`src/rtl/disp_scan_4dig_pkg.sv`:
```
// Shared constants for the 4-digit 7-segment scanner and its bus interface.
package disp_scan_4dig_pkg;
  localparam int DEF_N_DIG = 4;
  localparam int DEF_DIV   = 50000;
  localparam int BCD_W     = 4;
  localparam logic [DEF_N_DIG-1:0] AN_OFF = {DEF_N_DIG{1'b1}};
endpackage

```
`src/rtl/disp_scan_4dig_if.sv`:
```
// Load/display bus between the value producer (master) and the scanner (slave).
interface disp_scan_4dig_if
  import disp_scan_4dig_pkg::*;
  #(parameter int N_DIG = DEF_N_DIG) ();
  logic                     load;
  logic [BCD_W*N_DIG-1:0]   value;
  logic [N_DIG-1:0]         dp_in;
  logic                     blank_lz;
  logic                     ready;
  logic [BCD_W-1:0]         digit_bcd;
  logic                     blank;
  logic [N_DIG-1:0]         an;
  logic                     dp;

  modport master (output load, value, dp_in, blank_lz,
                  input  ready, digit_bcd, blank, an, dp);
  modport slave  (input  load, value, dp_in, blank_lz,
                  output ready, digit_bcd, blank, an, dp);
endinterface

```
`src/rtl/disp_scan_4dig_tick_gen.sv`:
```
// Free-running prescaler: one-cycle tick every DIV clocks.
module tick_gen #(
  parameter int DIV = 50000,
  parameter int CW  = 16
) (
  input  logic clk,
  input  logic rst,
  output logic tick
);
  logic [CW-1:0] cnt;

  assign tick = (cnt == CW'(DIV - 1));

  always_ff @(posedge clk) begin
    if (rst || tick) cnt <= '0;
    else             cnt <= cnt + 1'b1;
  end
endmodule

```
`src/rtl/disp_scan_4dig.sv`:
```
// Multiplexed scanner for a common-anode display; new values commit only at
// frame boundaries so a frame never mixes old and new digits.
module disp_scan_4dig
  import disp_scan_4dig_pkg::*;
#(
  parameter int N_DIG = DEF_N_DIG,
  parameter int DIV   = DEF_DIV,
  parameter int CW    = 16
) (
  input logic clk,
  input logic rst,
  disp_scan_4dig_if.slave bus
);
  localparam int IW = (N_DIG > 1) ? $clog2(N_DIG) : 1;
  localparam logic [IW-1:0] LAST = IW'(N_DIG - 1);

  logic                   tick, frame_end;
  logic [IW-1:0]          idx;
  logic                   pending;
  logic [BCD_W*N_DIG-1:0] pend_val, disp_val;
  logic [N_DIG-1:0]       pend_dp, disp_dp;
  logic                   upper_zero;
  logic [N_DIG-1:0]       an_n, an_r;
  logic [BCD_W-1:0]       bcd_r;
  logic                   blank_r, dp_r;

  tick_gen #(.DIV(DIV), .CW(CW)) u_tick (
    .clk  (clk),
    .rst  (rst),
    .tick (tick)
  );

  assign frame_end = tick & (idx == LAST);

  always_ff @(posedge clk) begin
    if (rst) begin
      idx      <= '0;
      pending  <= 1'b0;
      pend_val <= '0;
      pend_dp  <= '0;
      disp_val <= '0;
      disp_dp  <= '0;
    end else begin
      if (tick) idx <= (idx == LAST) ? '0 : idx + 1'b1;
      // A load landing on frame_end bypasses the pending buffer entirely.
      if (frame_end) begin
        if (bus.load) begin
          disp_val <= bus.value;
          disp_dp  <= bus.dp_in;
        end else if (pending) begin
          disp_val <= pend_val;
          disp_dp  <= pend_dp;
        end
        pending <= 1'b0;
      end else if (bus.load) begin
        pend_val <= bus.value;
        pend_dp  <= bus.dp_in;
        pending  <= 1'b1;
      end
    end
  end

  always_comb begin
    upper_zero = 1'b1;
    an_n       = '1;
    for (int unsigned k = 0; k < N_DIG; k++) begin
      if (k >= 32'(idx) && disp_val[k*BCD_W +: BCD_W] != '0) upper_zero = 1'b0;
      if (k == 32'(idx)) an_n[k] = 1'b0;
    end
  end

  always_ff @(posedge clk) begin
    if (rst) begin
      an_r    <= '1;
      bcd_r   <= '0;
      blank_r <= 1'b1;
      dp_r    <= 1'b1;
    end else begin
      an_r    <= an_n;
      bcd_r   <= disp_val[idx*BCD_W +: BCD_W];
      blank_r <= bus.blank_lz & (idx != '0) & upper_zero;
      dp_r    <= ~disp_dp[idx];
    end
  end

  assign bus.ready     = ~pending;
  assign bus.an        = an_r;
  assign bus.digit_bcd = bcd_r;
  assign bus.blank     = blank_r;
  assign bus.dp        = dp_r;
endmodule

```
`src/flat_wrapper.sv`:
```
// flat-port wrapper written by rule: the top's interface ports become plain ports
module disp_scan_4dig_flat import disp_scan_4dig_pkg::*;
#(
  parameter int N_DIG = DEF_N_DIG,
  parameter int DIV   = DEF_DIV,
  parameter int CW    = 16
)
  (clk, rst, bus_load, bus_value, bus_dp_in, bus_blank_lz, bus_ready, bus_digit_bcd, bus_blank, bus_an, bus_dp);
  disp_scan_4dig_if #(.N_DIG(N_DIG)) bus_i ();
  input logic clk;
  input logic rst;
  input wire logic [$bits(bus_i.load)-1:0] bus_load;
  input wire logic [$bits(bus_i.value)-1:0] bus_value;
  input wire logic [$bits(bus_i.dp_in)-1:0] bus_dp_in;
  input wire logic [$bits(bus_i.blank_lz)-1:0] bus_blank_lz;
  output wire logic [$bits(bus_i.ready)-1:0] bus_ready;
  output wire logic [$bits(bus_i.digit_bcd)-1:0] bus_digit_bcd;
  output wire logic [$bits(bus_i.blank)-1:0] bus_blank;
  output wire logic [$bits(bus_i.an)-1:0] bus_an;
  output wire logic [$bits(bus_i.dp)-1:0] bus_dp;
  assign bus_i.load = bus_load;
  assign bus_i.value = bus_value;
  assign bus_i.dp_in = bus_dp_in;
  assign bus_i.blank_lz = bus_blank_lz;
  assign bus_ready = bus_i.ready;
  assign bus_digit_bcd = bus_i.digit_bcd;
  assign bus_blank = bus_i.blank;
  assign bus_an = bus_i.an;
  assign bus_dp = bus_i.dp;
  disp_scan_4dig #(.N_DIG(N_DIG), .DIV(DIV), .CW(CW)) u_core (.clk(clk), .rst(rst), .bus(bus_i));
endmodule
```
`config.mk`:
```
export PLATFORM = sky130hd
export DESIGN_NAME = disp_scan_4dig_flat
export DESIGN_NICKNAME = d
export VERILOG_FILES = /design/src/rtl/disp_scan_4dig_pkg.sv /design/src/rtl/disp_scan_4dig_if.sv /design/src/rtl/disp_scan_4dig_tick_gen.sv /design/src/rtl/disp_scan_4dig.sv /design/src/flat_wrapper.sv
export SDC_FILE = /design/constraint.sdc
export NUM_CORES = 1
export LEC_CHECK = 0
export ABC_CLOCK_PERIOD_IN_PS = 3400
export CAP_MARGIN = 40
export CORE_MARGIN = 2
export CORE_UTILIZATION = 40
export CTS_BUF_LIST = sky130_fd_sc_hd__clkbuf_8
export DETAILED_ROUTE_END_ITERATION = 12
export SLEW_MARGIN = 10
export SYNTH_ARGS = -nofsm -noshare
export SYNTH_HDL_FRONTEND = slang
export SYNTH_SLANG_ARGS = --single-unit
```
`constraint.sdc`:
```
create_clock -name clk -period 3.4 [get_ports clk]
set_clock_uncertainty 0.2 [all_clocks]
set_input_delay 0.68 -clock clk [delete_from_list [all_inputs] [get_ports clk]]
set_output_delay 0.68 -clock clk [all_outputs]
set_load 0.005 [all_outputs]
```
# Word level (Yosys, flattened, before mapping)
# Index checks and enable logic that the tools add are counted.
[totals] ff_bits=69 latch_bits=0 mem_bits_rw=0 romBits=0 input_bits=24 out_inout_bits=11 memories=0
[op_classes] add_sub_neg=2 n_mul=0 div=0 order_cmp=4 eq_ne=5 shifts=1 muxes=15 n_bitwise=6 n_reduce_logical=14
[op_table] cell="16-bit two-way mux" n=2
[op_table] cell="16-bit by 1-bit adder with 16-bit output, second input constant" n=1
[op_table] cell="16-bit == test, second input constant" n=1
[op_table] cell="4-bit nonzero test" n=4
[op_table] cell="16-bit by 5-bit variable part select with 4-bit output" n=1
[op_table] cell="1-bit two-way mux" n=9
[op_table] cell="4-bit two-way mux" n=2
[op_table] cell="2-bit == test, first input constant" n=2
[op_table] cell="1-bit by 2-bit >= comparator with 1-bit output, first input constant" n=2
[op_table] cell="2-bit AND reduction" n=2
[op_table] cell="2-bit nonzero test" n=2
[op_table] cell="1-bit AND" n=3
[op_table] cell="1-bit logical AND" n=3
[op_table] cell="2-bit by 3-bit < comparator with 1-bit output, second input constant" n=1
[op_table] cell="1-bit inverter" n=3
[op_table] cell="2-bit by 1-bit adder with 2-bit output, second input constant" n=1
[op_table] cell="1-bit binary-select mux with 2-bit select" n=1
[op_table] cell="1-bit by 2-bit == test with 1-bit output, first input constant" n=1
[op_table] cell="2-bit == test, second input constant" n=1
[op_table] cell="2-bit >= comparator, first input constant" n=1
[op_table] cell="2-bit zero test" n=1
[op_table] cell="2-bit two-way mux" n=1
[op_table] cell="2-bit OR reduction" n=1
[op_table] cell="1-bit logical OR" n=1

# Logic depth before layout (Yosys ltp)
# Gate-level depths: netlist (run 1).
[depth] word_depth=7 depth_mapped=7

# Cells and area by module
# Synthesis (run 1) repeated with hierarchy kept, for this count alone.
[hier_totals] cells_unflattened=313 hier_area_um2=3000.4
[modules_own_cells] mod="disp_scan_4dig" n_inst=1 cells_per_inst=232 area_per_inst_um2=2289.7 seq_area_each_um2=1061.0
[modules_own_cells] mod="tick_gen" n_inst=1 cells_per_inst=81 area_per_inst_um2=710.7 seq_area_each_um2=320.3

# Worst setup path after synthesis (run 1)
# No wires, ideal clock.
[synth_timing] path_kind="reg2reg" start="reg u_core.u_tick.cnt[12]" end="reg u_core.disp_dp[3]" setup_ns=0.143 arrival_time_ns=1.965 required_time_ns=3.057 path_slack_ns=1.092 stages_incl_launch_ff=7 cell_sequence="dfxtp_1 > or4_1 > or4_1 > buf_2 > buf_2 > o21ai_0 > o41ai_2"
[synth_between] elab_chain_cells=3
[synth_lines] item="start, declared" line_no="disp_scan_4dig_tick_gen.sv:10" source="logic [CW-1:0] cnt;"
[synth_lines] item="start signal, assigned" line_no="disp_scan_4dig_tick_gen.sv:16" source="else cnt <= cnt + 1'b1;"
[synth_lines] item="16-bit == test" line_no="disp_scan_4dig_tick_gen.sv:12" source="assign tick = (cnt == CW'(DIV - 1));"
[synth_lines] item="1-bit AND" line_no="disp_scan_4dig.sv:33" source="assign frame_end = tick & (idx == LAST);"
[synth_lines] item="2-bit AND reduction (no source line)"
[synth_lines] item="end signal, assigned" line_no="disp_scan_4dig.sv:49" source="disp_dp <= bus.dp_in;"
[synth_lines] item="end signal, assigned" line_no="disp_scan_4dig.sv:52" source="disp_dp <= pend_dp;"
[synth_lines] item="end, declared" line_no="disp_scan_4dig.sv:21" source="logic [N_DIG-1:0] pend_dp, disp_dp;"
# Every way passes these cells.
# A chain may end at the register's enable or synchronous reset.

# Final worst setup path (run 1)
[layout_timing] start="reg u_core.u_tick.cnt[12]" end="reg u_core.u_tick.cnt[12]"
[layout_between] elab_chain_cells=2
[layout_lines] item="branches (longest 2 deep; another with 16-bit by 1-bit adder with 16-bit output)"
# Parallel ways; which one is timed is not known.

==> results of run 1 <==
==> kinds of logic after synthesis <==
group | share of synthesized area (%)
simple gates | 16.7
xor+xnor | 3.81
fa+ha+maj | 1.95
flops | 43.0
mux | 16.0
compound gates | 14.2
buf+inv | 4.44
==> critical path: stages, from the launching register on <==
cell and delay, ps:
dfxtp_1 340, or4_1 590, or4_1 540, buf_4 300, nand2b_1 480, nor2_1 120
==> power groups by stage <==
stage	Clock, uW	Sequential (uW)	Combinational (uW)
finish	755	837	119
detailed placement	0	856	121
CTS	773	837	121
global route	809	840	132
global placement	0	855	121
floorplan	0	854	71.5
==> cell type report <==
type	instances	area, um^2	area share (%)
Timing Repair Buffer	39	405	10.5
Clock inverter	5	73.8	1.91
Clock buffer	11	151	3.91
Multi-Input combinational cell	215	1710	44.1
Tap cell	102	128	3.29
Inverter	7	26.3	0.678
Sequential cell	69	1380	35.6
==> state kept, by name, indices dropped and copies added (netlist names) <==
signal and flops:
u_core.bus.an 4, u_core.bus.blank 1, u_core.bus.digit_bcd 4, u_core.bus.dp 1, u_core.disp_dp 4, u_core.disp_val 16
u_core.idx 2, u_core.pend_dp 4, u_core.pend_val 16, u_core.pending 1, u_core.u_tick.cnt 16
==> per-stage QoR <==
step,std cells,instance area [um^2],util [%],setup WS (ps),total power (uW)
floorplan,316,3210,-,1090,925
global placement,431,3620,46.6,699,976
detailed placement,432,3650,47.0,700,977
CTS,448,3870,49.9,675,1730
global route,448,3870,49.9,506,1780
finish,448,3870,49.9,691,1710
==> path summary, 6_finish.rpt <==
check / startpoint / endpoint / slack [ps] / cells after the start
setup reg to reg: u_core.u_tick.cnt[12] / u_core.u_tick.cnt[12] / 690 / 5
hold / removal: u_core.u_tick.cnt[0] / u_core.u_tick.cnt[0] / 260 / 1
hold reg to reg: u_core.u_tick.cnt[0] / u_core.u_tick.cnt[0] / 260 / 1
setup / recovery: u_core.u_tick.cnt[12] / u_core.u_tick.cnt[12] / 690 / 5
==> cell usage in the layout, fill, tap and decap left out, types with 2 or more instances in the layout <==
cell type         n
a21oi_1           2
buf_4             3
bufinv_16         2
clkbuf_8         11
clkdlybuf4s50_1  33
clkinv_2          2
dfxtp_1          69
ha_1              5
inv_1             8
mux2i_1          40
mux4_2            5
nand2_1           6
nand2b_1          6
nand3_1           4
nand4_1           5
nor2_1           40
nor2b_1          24
nor3_1            4
nor4_1            9
o21ai_0           3
o21ai_1          17
o41ai_1           2
o41ai_2          19
or4_1             2
xnor2_1          13
==> per-layer routing <==
layer / GRT usage (%) / vias to the layer above / routed length (um)
met3: 4.03 / 11 / 256
met5: 0 / - / 0
met4: 5.80 / 0 / 108
met1: 22.1 / 1075 / 3350
li1: - / 1173 / -
met2: 22.0 / 39 / 2540
==> flow_metrics.py, run 1 <==
metrics = {
    "run_status": {
        "status": "finished clean",
    },
    "synthesis": {
        "yosysTopAreaCellShare_pct": 43.0,
        "ys.flop_type": "dfxtp_1",
        "syn-cell-area_um2": 3210,
        "postSynthAreaPerCell_um2": 10.2,
        "synth_edf_count": 0,
        "synthArstFlopShare_pct": 0,
        "syn_nets": 345,
        "synth_seq_cells": 69,
        "synth_area_leaders": "dfxtp_1, mux2i_1, o41ai_2",
        "synthCells": 316,
        "yosysWarnings": 0,
        "ys_seq_area_share_pct": 43.0,
        "synth_area_leader_cell": "dfxtp_1",
        "yosysMostFrequentCell": "dfxtp_1",
        "synth_common_cells": "dfxtp_1, mux2i_1, nor2_1, nor2b_1, o41ai_2",
        "synth_cell_type_count": 31,
    },
    "cells_and_area": {
        "nNetsFinal": 370,
        "drive_gt1_share_pct": 13.3,
        "diodes": 0,
        "fill_cells": 733,
        "syn2layout_area_growth_pct": 20.6,
    },
    "clock_tree": {
        "cts_max_level": 3,
        "clkSinkCount": 69,
        "clkTransAtPathRegs_ps": 70,
        "ctsHoldBuffers": 0,
        "clkLatencyLatePin_ps": 340,
        "cts_max_path_buffers": 2,
        "cts_made_buffers": 9,
        "root_buffer": "clkbuf_8",
        "post_cts_buffers": 0,
        "cts_resized": 0,
        "cts_tree": "done",
    },
    "sta": {
        "max_clock_freq_ghz": 0.369,
        "rsz0062_at_grt": "false",
        "setup_viol_count_final": 0,
        "finalSetupTns_ps": 0,
        "tightest_slew_ps": 658,
        "whs_ps": 262,
        "fin_crit_sh_pct": 79.7,
        "finalHoldViolCount": 0,
        "finalCriticalPeriod_ps": 2710,
        "slew_violations": 0,
        "maxSlewHeadroom_pct": 56.0,
    },
    "floorplan": {
        "core-area_um2": 7770,
        "dieArea_um2": 8770,
        "rows": 32,
        "fp.dieW_um": 93.6,
        "initial_core_util_pct": 41.4,
        "pin_count": 35,
        "die_h_um": 93.6,
    },
    "placement": {
        "io_buffer_count": 34,
        "gp_congestion": 0.810,
        "hpwl_um": 4000,
    },
    "power": {
        "clkPwrFrac_pct": 44.1,
        "p_switching_uw": 376,
        "power.density_nw_per_um2": 442,
        "swShare_pct": 22.0,
        "intPower_uw": 1340,
        "power_frac_comb_pct": 7.0,
        "p_leak_uw": 0.00150,
        "vdd_ir_drop_max_mv": 0.183,
        "seq_power_share_pct": 48.9,
    },
    "setup_path": {
        "cp_max_fo": 44,
        "cp.arrival_ps": 2710,
        "critPathRequiredTime_ps": 3400,
        "path_class": "reg2reg",
        "worstSetupStartpointType": "flop",
        "cp-end-kind": "flop",
    },
    "grt": {
        "antenna_found_initial": 0,
        "grt_use_total_pct": 15.4,
        "grt_pass1_wl_um": 10700,
        "grt.overflow.total": 0,
        "grt_max_degree": 76,
        "grt_pass1_vias": 2254,
    },
    "route": {
        "dr.first_iter.drc_count": 146,
        "dr.pass1.iters": 4,
        "wl_per_cell_um": 14.0,
        "num_vias": 2298,
        "drc": 0,
        "drtAntennaViolNets": 0,
        "via_per_inst": 5.13,
        "drt-total-wl_um": 6250,
    },
    "run": {
        "max_cap_viol_count": 0,
    },
    "worst_hold_path": {
        "hold_path.class": "reg2reg",
    },
}
Note: power is estimated with default switching activity, not from simulation.
==> run 2, diff against run 1 <==
- ABC_CLOCK_PERIOD_IN_PS: 3400 -> 2600
- clock period: 3.4 -> 2.6 ns (I/O delays scaled with it)
==> run 2 against run 1 <==
Power rose by 15%. Global-route usage grew 0.24 points. Cell count increased by 1.3%. Via count increased by 1.5%. Sequential cell count unchanged. Worst hold slack improved by 15 ps. Final area unchanged. Clock-buffer cell count shrank 2. Worst setup slack worse by 540 ps. Register-to-register slack worse by 540 ps. Critical path depth is the same. Non-clock buffer count grew 8.
==> flow_metrics.py, run 2 (synthesis results as in run 1) <==
metrics = {
    "setup_path": {
        "crit_slowest_cell": "or4_1",
        "path_cells": "or4_1, or4_1, buf_12, or3_1, a21oi_1",
        "cp.arrival_ps": 2530,
        "cp_max_fo": 44,
        "cp-end-kind": "flop",
        "critPathRequiredTime_ps": 2690,
        "path_class": "reg2reg",
        "cpMostUsedCell": "or4_1",
        "worstSetupStartpointType": "flop",
        "max_stage_delay_ps": 600,
    },
    "grt": {
        "grt.overflow.total": 0,
        "grt_pass1_wl_um": 10500,
        "antenna_found_initial": 0,
        "grt_pass1_vias": 2210,
        "grt_use_total_pct": 15.6,
        "grt_max_degree": 48,
    },
    "floorplan": {
        "initial_core_util_pct": 41.4,
        "core-area_um2": 7770,
        "fp.dieW_um": 93.6,
        "rows": 32,
        "die_h_um": 93.6,
        "dieArea_um2": 8770,
        "pin_count": 35,
    },
    "clock_tree": {
        "clkTransAtPathRegs_ps": 70,
        "cts_made_buffers": 9,
        "ctsHoldBuffers": 0,
        "cts_max_level": 3,
        "clkLatencyLatePin_ps": 350,
        "post_cts_buffers": 0,
        "cts_max_path_buffers": 2,
        "clkSinkCount": 69,
        "cts_resized": 0,
        "cts_tree": "done",
        "root_buffer": "clkbuf_8",
    },
    "placement": {
        "placed_area_um2": 3730,
        "place_inst": 440,
        "io_buffer_count": 34,
        "gp_congestion": 0.849,
        "hpwl_um": 4250,
    },
    "power": {
        "p_leak_uw": 0.00151,
        "vdd_ir_drop_max_mv": 0.215,
        "power.density_nw_per_um2": 506,
    },
    "sta": {
        "maxSlewHeadroom_pct": 69.6,
        "fin_crit_sh_pct": 94.1,
        "rsz0062_at_grt": "false",
        "finalCriticalPeriod_ps": 2450,
        "tightest_slew_ps": 451,
        "whs_ps": 277,
        "finalSetupTns_ps": 0,
        "max_clock_freq_ghz": 0.409,
        "finalHoldViolCount": 0,
        "setup_viol_count_final": 0,
        "slew_violations": 0,
    },
    "cells_and_area": {
        "drive_gt1_share_pct": 14.2,
        "diodes": 0,
        "syn2layout_area_growth_pct": 20.6,
        "finalNonFillerCells": 454,
        "top_regs": "u_core.disp_val x16, u_core.pend_val x16, u_core.u_tick.cnt x16",
        "final_cell_mix": "dfxtp_1, mux2i_1, nor2_1, clkdlybuf4s50_1, nor2b_1",
        "design_area_um2": 3870,
        "final_common_cell": "dfxtp_1",
        "nNetsFinal": 378,
    },
    "worst_hold_path": {
        "hold_path.class": "reg2reg",
    },
    "route": {
        "dr.pass1.iters": 4,
        "num_vias": 2333,
        "drtAntennaViolNets": 0,
        "drc": 0,
        "drt-total-wl_um": 6380,
        "via_per_inst": 5.14,
        "dr.first_iter.drc_count": 81,
        "wl_per_cell_um": 14.1,
    },
    "run_status": {
        "status": "finished clean",
    },
    "run": {
        "max_cap_viol_count": 0,
    },
}
run 2: metrics by stage:
step | util [%] | worst slack [ps] | total power [uW]
2_1_floorplan | - | 292 | 1210
3_3_place_gp | 48.0 | 190 | 1280
3_5_place_dp | 48.0 | 165 | 1290
4_1_cts | 49.9 | 148 | 1990
5_1_grt | 49.9 | 77.2 | 2050
6_report | 49.9 | 154 | 1960
run 2: layer usage:
| metal | vias to the layer above | GRT usage [%] | part of all wire (%) |
|---|---|---|---|
| li1 | 1188 | - | - |
| met1 | 1089 | 21.6 | 53 |
| met2 | 45 | 22.5 | 42 |
| met3 | 11 | 3.14 | 3.4 |
| met4 | 0 | 9.06 | 2.4 |
| met5 | - | 0 | 0 |
run 2: worst paths after layout:
path | startpoint | endpoint | slack [ps] | cells after the start
setup / recovery | u_core.u_tick.cnt[11] | u_core.idx[0] | 150 | 5
hold reg to reg | u_core.u_tick.cnt[0] | u_core.u_tick.cnt[0] | 280 | 1
setup reg to reg | u_core.u_tick.cnt[11] | u_core.idx[0] | 150 | 5
hold / removal | u_core.u_tick.cnt[0] | u_core.u_tick.cnt[0] | 280 | 1
run 2: final cells by class:
cell class                 instances  area, um^2
clock buffer                       9         124
clock inverter                     5        23.8
fill                             731        3890
inverter                           7        26.3
multi-input combinational        215        1710
sequential                        69        1380
tap                              102         128
timing repair buffer              47         483
run 2: report_power, final:
part           switching (uW)  internal, uW
Combinational            81.5          84.5
Sequential               14.1          1080
Clock                     376           323
run 2: worst max-delay path, delay by kind of cell (launching register included):
kind	cells	cell delay (ps)
compound gates	1	140
flops	1	340
buf+inv	1	220
simple gates	3	1490
==> run 3, diff against run 2 <==
- SETUP_SLACK_MARGIN: unset -> 0.1
==> run 3 against run 2 <==
Worst setup slack better by 32 ps. Largest power group unchanged. Core utilization is essentially flat. Critical path depth stayed put. Largest cell class unchanged. Non-clock buffer count unchanged. Via count about the same. Clock-buffer cell count stayed put. Final area is essentially flat. Critical endpoint unchanged. Cell count did not move. Die area is the same. Global-route usage stayed put. Fmax up 1.3%. Sequential share of layout area is essentially flat.
==> flow_metrics.py, run 3 (synthesis results as in run 1) <==
metrics = {
    "cells_and_area": {
        "design_area_um2": 3880,
        "final_common_cell": "dfxtp_1",
        "final_cell_mix": "dfxtp_1, mux2i_1, nor2_1, clkdlybuf4s50_1, nor2b_1",
        "syn2layout_area_growth_pct": 20.7,
        "nNetsFinal": 378,
        "diodes": 0,
        "fill_cells": 729,
        "top_regs": "u_core.disp_val x16, u_core.pend_val x16, u_core.u_tick.cnt x16",
        "drive_gt1_share_pct": 14.5,
    },
    "setup_path": {
        "ff2ff_setup_slack_ps": 190,
        "crit_slowest_cell": "or4_4",
        "critPathLaunch": "u_core.u_tick.cnt[11]",
        "crit_family": "simple AND/OR/NAND/NOR gates",
        "cp.depth": 5,
        "worstSetupStartpointType": "flop",
        "cp-end-kind": "flop",
        "r2r_start": "u_core.u_tick.cnt[11]",
        "critPathRequiredTime_ps": 2690,
        "path_class": "reg2reg",
        "r2r_cells": 5,
        "cp_max_fo": 44,
        "max_stage_delay_ps": 580,
        "path_cells": "or4_1, or4_4, buf_12, or3_1, a21oi_1",
        "cp.arrival_ps": 2500,
        "r2r-end": "u_core.idx[0]",
        "crit_buf_inv": 1,
    },
    "grt": {
        "grt.overflow.total": 0,
        "grt_max_degree": 48,
        "antenna_found_initial": 0,
        "grt_pass1_wl_um": 10500,
        "grt_pass1_vias": 2210,
        "grt_use_total_pct": 15.6,
    },
    "floorplan": {
        "fp.dieW_um": 93.6,
        "pin_count": 35,
        "rows": 32,
        "die_h_um": 93.6,
        "dieArea_um2": 8770,
        "initial_core_util_pct": 41.4,
        "core-area_um2": 7770,
    },
    "route": {
        "num_vias": 2331,
        "wl_per_cell_um": 14.1,
        "drtAntennaViolNets": 0,
        "dr.pass1.iters": 4,
        "drc": 0,
        "via_per_inst": 5.13,
        "drt-total-wl_um": 6380,
        "dr.first_iter.drc_count": 86,
    },
    "clock_tree": {
        "cts_max_level": 3,
        "root_buffer": "clkbuf_8",
        "clkSinkCount": 69,
        "clkLatencyLatePin_ps": 350,
        "post_cts_buffers": 0,
        "cts_tree": "done",
        "cts_made_buffers": 9,
        "cts_max_path_buffers": 2,
        "clkTransAtPathRegs_ps": 70,
    },
    "worst_hold_path": {
        "hold_path.class": "reg2reg",
        "hold_path_end": "u_core.u_tick.cnt[0]",
        "hold_depth": 1,
        "worstHoldStart": "u_core.u_tick.cnt[0]",
    },
    "placement": {
        "io_buffer_count": 34,
        "hpwl_um": 4250,
        "placed_area_um2": 3730,
        "gp_congestion": 0.849,
    },
    "run": {
        "max_cap_viol_count": 0,
    },
    "power": {
        "vdd_ir_drop_max_mv": 0.215,
        "p_leak_uw": 0.00151,
        "power.density_nw_per_um2": 506,
    },
    "sta": {
        "finalHoldViolCount": 0,
        "slew_violations": 0,
        "rsz0062_at_grt": "false",
        "tightest_slew_ps": 451,
        "finalCriticalPeriod_ps": 2410,
        "maxSlewHeadroom_pct": 69.6,
        "finalSetupTns_ps": 0,
        "fin_crit_sh_pct": 92.8,
        "setup_viol_count_final": 0,
        "max_clock_freq_ghz": 0.414,
    },
    "run_status": {
        "status": "finished clean",
    },
}
==> run 3: cell type report <==
cell class              count  area [um^2]  area share, %
well taps                 102          128           3.29
clock buffers               9          124           3.19
clock inverters             5         23.8          0.613
inverters                   7         26.3          0.677
repair buffers             47          483           12.5
multi-input cells         215         1710           44.2
flip-flops and latches     69         1380           35.6
==> run 3: timing repair <==
item                       in CTS  in global routing
setup endpoints to repair       0                  7
hold buffers                    0                  0
gates resized for setup         0                  1
==> run 3: how the worst max path moves through the flow <==
stage	endpoint	slack [ps]
floorplan	u_core.disp_dp[3]	290
global placement	u_core.idx[0]	190
detailed placement	u_core.idx[0]	170
CTS	u_core.idx[0]	150
global route	u_core.idx[0]	110
finish	u_core.idx[0]	190
==> run 3: layer usage <==
layer  up-vias  global-route usage, %  routed length (um)
li1       1190                      -                   -
met1      1083                   21.6                3350
met2        47                   22.5                2660
met3        11                   3.14                 223
met4         0                   9.06                 153
met5         -                      0                   0
==> run 3: worst register-to-register path: stages (launching register included) <==
cell and delay (ps):
dfxtp_1 340, or4_1 570, or4_4 580, buf_12 200, or3_1 320, a21oi_1 140
==> run 3: report_power, final <==
| part | internal, uW | switching, uW | total, uW |
|---|---|---|---|
| logic | 84.5 | 81.5 | 166 |
| clock network | 323 | 376 | 699 |
| registers | 1080 | 14.1 | 1100 |
==> run 3: metrics by stage <==
stage / std cells / hold slack, ps / util, % / total power (uW) / worst slack (ps)
3_5_place_dp: 440 / 260 / 48.0 / 1290 / 165
4_1_cts: 454 / 275 / 49.9 / 1990 / 148
2_1_floorplan: 316 / 230 / - / 1210 / 292
3_3_place_gp: 440 / 244 / 48.0 / 1280 / 190
5_1_grt: 454 / 312 / 49.9 / 2050 / 113
6_report: 454 / 277 / 49.9 / 1960 / 186
